--- config.mk ---
export PLATFORM = sky130hd
export DESIGN_NAME = jtopl_pg_seq
export DESIGN_NICKNAME = d
export VERILOG_FILES = /design/src/rtl/jtopl_pg_seq.sv
export SDC_FILE = /design/constraint.sdc
export NUM_CORES = 1
export LEC_CHECK = 0
export CAP_MARGIN = 5
export CORE_MARGIN = 4
export CORE_UTILIZATION = 30
export DETAILED_ROUTE_END_ITERATION = 10
export PLACE_DENSITY = 0.53
export SYNTH_ARGS = -nofsm -noshare
export SYNTH_HDL_FRONTEND = slang
export SYNTH_SLANG_ARGS = --single-unit
--- constraint.sdc ---
create_clock -name clk -period 2.81 [get_ports clk]
set_input_delay 0.562 -clock clk [delete_from_list [all_inputs] [get_ports clk]]
set_output_delay 0.562 -clock clk [all_outputs]
set_load 0.1 [all_outputs]
--- src/rtl/jtopl_pg_seq.sv ---
// Phase-generator slot scheduler: walks all operator slots round-robin through one
// shared phase datapath, keeps each slot's phase accumulator and applies key-on resets.
module jtopl_pg_seq #(
  parameter int SLOTS = 18,
  parameter int PHW   = 20
) (
  input  logic           clk,
  input  logic           rst_n,
  input  logic           cen,
  output logic [4:0]     cfg_slot,
  input  logic [2:0]     cfg_block,
  input  logic [9:0]     cfg_fnum,
  input  logic [3:0]     cfg_mul,
  input  logic           keyon_req,
  input  logic [4:0]     keyon_slot,
  output logic [2:0]     pg_block,
  output logic [9:0]     pg_fnum,
  output logic [3:0]     pg_mul,
  output logic [16:0]    pg_phinc_in,
  output logic [PHW-1:0] pg_phase_in,
  output logic           pg_rst,
  input  logic [16:0]    pg_phinc_out,
  input  logic [PHW-1:0] pg_phase_out,
  input  logic [9:0]     pg_phase_op,
  output logic [4:0]     op_slot,
  output logic [9:0]     op_phase,
  output logic           op_valid,
  output logic           zero
);

  localparam logic [4:0] LAST = 5'(SLOTS - 1);

  logic [4:0]     cnt;
  logic [4:0]     slot1;
  logic [4:0]     slot2;
  logic           v1;
  logic           v2;
  logic [2:0]     blk1;
  logic [9:0]     fnum1;
  logic [3:0]     mul1;
  logic [3:0]     mul2;
  logic [16:0]    phinc2;
  logic [PHW-1:0] phase_mem [SLOTS];
  logic [SLOTS-1:0] pending;
  logic           keyon_hit;

  assign cfg_slot    = cnt;
  assign pg_block    = blk1;
  assign pg_fnum     = fnum1;
  assign pg_mul      = mul2;
  assign pg_phinc_in = phinc2;
  assign pg_phase_in = phase_mem[slot2];

  // A request arriving while its slot sits in stage 2 resets that slot right away.
  assign keyon_hit = keyon_req && (keyon_slot == slot2);
  assign pg_rst    = v2 && (pending[slot2] || keyon_hit);

  always_ff @(posedge clk or negedge rst_n) begin
    if (!rst_n) begin
      cnt      <= '0;
      zero     <= 1'b0;
      slot1    <= '0;
      v1       <= 1'b0;
      blk1     <= '0;
      fnum1    <= '0;
      mul1     <= '0;
      slot2    <= '0;
      v2       <= 1'b0;
      mul2     <= '0;
      phinc2   <= '0;
      op_slot  <= '0;
      op_phase <= '0;
      op_valid <= 1'b0;
    end else if (cen) begin
      cnt      <= (cnt == LAST) ? 5'd0 : cnt + 5'd1;
      zero     <= (cnt == 5'd0);
      slot1    <= cnt;
      v1       <= 1'b1;
      blk1     <= cfg_block;
      fnum1    <= cfg_fnum;
      mul1     <= cfg_mul;
      slot2    <= slot1;
      v2       <= v1;
      mul2     <= mul1;
      phinc2   <= pg_phinc_out;
      op_slot  <= slot2;
      op_phase <= pg_phase_op;
      op_valid <= v2;
    end
  end

  // Clearing the stage-2 slot is written last so a same-cycle request is consumed.
  always_ff @(posedge clk or negedge rst_n) begin
    if (!rst_n) begin
      pending <= '0;
      for (int i = 0; i < SLOTS; i++) phase_mem[i] <= '0;
    end else if (cen) begin
      for (int i = 0; i < SLOTS; i++) begin
        if (keyon_req && keyon_slot == 5'(i)) pending[i] <= 1'b1;
      end
      if (v2) begin
        phase_mem[slot2] <= pg_phase_out;
        pending[slot2]   <= 1'b0;
      end
    end
  end

endmodule

==> results of run 1 <==
==> state kept, by name, indices dropped and copies added (netlist names) <==
signal       cells
zero             1
cfg_slot         5
pg_mul           4
v1               1
slot1            5
pg_block         3
phase_mem      360
mul1             4
pending         18
op_valid         1
pg_fnum         10
pg_phinc_in     17
op_slot          5
v2               1
op_phase        10
slot2            5
==> routing by layer <==
metal	up-vias	track usage [%]	wire, um
met5	-	0	18
met4	2	3.32	857
met3	58	2.61	1910
met2	177	24.8	25700
met1	6414	21.0	24700
li1	5213	-	-
==> through the flow <==
| step | power (W) | std cells | setup WS (ns) | util (%) | TNS (ns) |
|---|---|---|---|---|---|
| floorplan | 0.0187 | 1283 | 0.164 | - | 0 |
| global placement | 0.0227 | 2278 | 0.147 | 35.0 | 0 |
| detailed placement | 0.0229 | 2278 | 0.131 | 35.0 | 0 |
| CTS | 0.0306 | 2399 | -0.431 | 38.4 | -7.33 |
| global route | 0.0318 | 2411 | -0.498 | 38.7 | -8.50 |
| finish | 0.0303 | 2411 | -0.389 | 38.7 | -6.47 |
==> cells in the final DEF (no fill, tap or decap), types with 37 or more instances in the layout <==
| master | count |
|---|---|
| clkbuf_16 | 56 |
| dfrtp_1 | 447 |
| mux4_2 | 82 |
| buf_4 | 139 |
| mux2_2 | 439 |
| buf_12 | 37 |
| clkdlybuf4s50_1 | 70 |
==> kinds of logic after synthesis <==
family,share of synthesized area (%)
AOI/OAI and AO/OA,2.94
xor gates and xnor gates,0.264
buffers and inverters,2.50
muxes,35.5
DFF,56.6
and+or+nand+nor,2.00
adders and majority gates,0.189
==> how the worst min path moves through the flow <==
| stage | to | slack [ns] |
|---|---|---|
| final | op_valid$_DFFE_PN0P_ | 0.32 |
| after global routing | op_valid$_DFFE_PN0P_ | 0.33 |
| after CTS | op_valid$_DFFE_PN0P_ | 0.28 |
| after detailed placement | v1$_DFFE_PN0P_ | 0.45 |
| after global placement | v1$_DFFE_PN0P_ | 0.45 |
| after floorplan | cfg_slot[0]$_DFFE_PN0P_ | 0.27 |
==> what timing repair did <==
item | 4_1_cts | 5_1_grt
cloned | 4 | 3
pin swaps | 18 | 14
endpoints found under the hold margin | 43 | 0
setup buffers | 18 | 12
resized for setup | 41 | 14
setup endpoints to repair | 21 | 21
hold buffers | 1 | 0
==> worst max-delay path: cells and delay by family (launching register included) <==
kind / cells / cell delay (ns)
flip-flops: 1 / 0.51
multiplexers: 1 / 0.41
buffers and inverters: 4 / 0.60
AO/OA/AOI/OAI: 3 / 0.51
==> final cells by class <==
type	instances	area [um^2]	area share, %
timing repair buffer	267	2890	11.3
sequential	450	11300	44.3
clock inverter	14	156	0.615
inverter	5	18.8	0.0738
multi-input combinational	727	8410	33.0
tap	864	1080	4.25
clock buffer	84	1620	6.38
==> power groups by stage <==
stage / Sequential (W) / Combinational (W) / Clock, W
6_report: 0.0101 / 0.0133 / 0.00695
3_5_place_dp: 0.0102 / 0.0127 / 0
5_1_grt: 0.0104 / 0.0140 / 0.00743
2_1_floorplan: 0.0106 / 0.00805 / 0
3_3_place_gp: 0.0101 / 0.0126 / 0
4_1_cts: 0.0101 / 0.0133 / 0.00719
==> summary.md, run 1 <==
| Metric | Value |
|---|---|
| Status | `finished with violations` |
| Violated checks | `setup timing` |
| Die Wd | `266 um` |
| Placed instance area | `23000 um^2` |
| Cell chain of the critical path | `buf_12, buf_12, buf_6, mux4_2, a22o_1, a21oi_2, o21ai_2, buf_12` |
| Crit Path Category | `flip-flop to primary output` |
| Initial antenna violation count | `1` |
| EDFF count, synth | `0` |
| Fillers | `6105` |
| Ys Warns | `0` |
| Vias | `roughly 12000` |
| Combinational Power Share | `between 40% and 50%` |
| Synthesized area | `19900 um^2` |
| Slowest stage delay, CP | `0.51 ns` |
| VDD IR-drop max | `roughly 0.001 V` |
| Count of different cell masters after synthesis | `42` |
| CTS tree | `done` |
| Reg clk slew, reported paths | `~0.060 ns` |
| Boundary Pins | `150` |
| Final WL | `between 50000 and 60000 um` |
| P&R area growth vs syn | `27.8%` |
| WHS | `between 0.3 and 0.4 ns` |
| Area leader, netlist | `dfrtp_1` |
| Top-count cell post-synth | `dfrtp_1` |
| Layout Nets | `1579` |
| Std-Cell Rows | `94` |
| Yosys reg bits | `450` |
| Commonest cells post-synth | `dfrtp_1 (450), mux2_2 (439), mux4_2 (82)` |
| Period Utilization, post-route | `114%` |
| Unrepaired setup endpoints after global routing | `true` |
| Area of the die | `approximately 71000 um^2` |
| Leakage | `11.3 nW` |
| Tightest Pin Transition | `0.951 ns` |
| Finished Cell Area | `25400 um^2` |
| Critical Path AT | `about 2.6 ns` |
| Worst endpoint required time | `~2.3 ns` |
| Synthesized net count | `roughly 1400` |
| R2R Path End | `phase_mem[236]$_DFFE_PN0P_` |
| Setup crit end | `pg_phase_in[9]` |
| # H-tree levels | `2` |
| Detailed-route DRC error count | `0` |
| First-pass GRT wire length | `82400 um` |
| Worst reg2reg setup slack | `0.17 ns` |
| WHS Path Cells | `3` |
| Worst flop-to-flop path startpoint | `slot2[0]$_DFFE_PN0P_` |
| Diodes inserted | `0` |
| Final-report max-slew violation count | `0` |
| CP max FO | `8` |
| Clock Sinks | `between 400 and 500` |
| Num CTS Buffers | `52` |
| Post-synth ARST share | `100%` |
| Setup WS post-layout | `-0.389 ns` |
| Iteration-0 DRC Markers | `between 500 and 600` |
| Synth area leaders | `dfrtp_1 (57%), mux2_2 (25%), mux4_2 (9.3%)` |
| Final setup viols | `21` |
| Net Sw Frac | `between 30% and 40%` |
| Clock tree buffer depth | `3` |
| Power share of the sequential group | `33.4%` |
| Synth Instances | `~1300` |
| Setup crit end kind | `primary output` |
| Routed vias/inst | `just under 5` |
| Clk pwr share | `a little under a quarter` |
| Main synth FF type | `dfrtp_1` |
| WL/cell | `between 20 and 25 um` |
| Slew Limit Headroom | `~37%` |
| Port buffer count | `around 150` |
| Period minus WS final | `approximately 3.2 ns` |
| Die height | `between 200 and 300 um` |
| Core area | `between 60000 and 70000 um^2` |
| Reg2reg path depth | `8` |
| Hold Vio Cnt, Final | `0` |
| Min-delay src | `cen` |
| Clk_skew | `about 0.018 ns` |
| Congestion Overflow GR | `0` |
| Most frequent CP cell | `buf_12` |
| Min-delay worst type | `input port to flip-flop` |
| RePlAce Congestion | `about 0.75` |
| Post-synthesis sequential area ratio | `a little under three fifths` |
| PwrDens | `roughly 1200 nW/um^2` |
| Antenna-violating nets left | `0` |
| Number of global-route vias before repair | `approximately 13000` |
| CTS root buf | `clkbuf_16` |
| Dpl hpwl | `roughly 32000 um` |
| Avg Inst Size Synth | `15.5 um^2` |
| Fmax | `approximately 310 MHz` |
| Share of the synthesized area in the top cell type | `56.6%` |
| Slowest CP cell | `dfrtp_4` |
| Clock Latency Late Sink | `approximately 0.60 ns` |
| 1st-pass router iterations | `4` |
| Initial core utilization | `around 30%` |
| Overall routing resource usage | `15.1%` |
| Total internal power | `~0.019 W` |
| # Max-Cap Violations | `0` |
| Worst setup SP type | `flip-flop` |
| Switching power | `about 0.011 W` |
| Critical path origin | `slot2[0]$_DFFE_PN0P_` |
| Largest net degree at the start of global routing | `between 80 and 90` |
| Layout cell share with drive strength beyond 1 | `a little under three fifths` |
(Power assumes the default switching activity.)
==> inputs of run 2 (changes only) <==
--- a/config.mk
+++ b/config.mk
@@ -10,6 +10,7 @@
 export CORE_UTILIZATION = 30
 export DETAILED_ROUTE_END_ITERATION = 10
 export PLACE_DENSITY = 0.53
+export SLEW_MARGIN = 20
 export SYNTH_ARGS = -nofsm -noshare
 export SYNTH_HDL_FRONTEND = slang
 export SYNTH_SLANG_ARGS = --single-unit
==> results of run 2 <==
The final DEF is identical to that of run 1; final timing and power are the same.
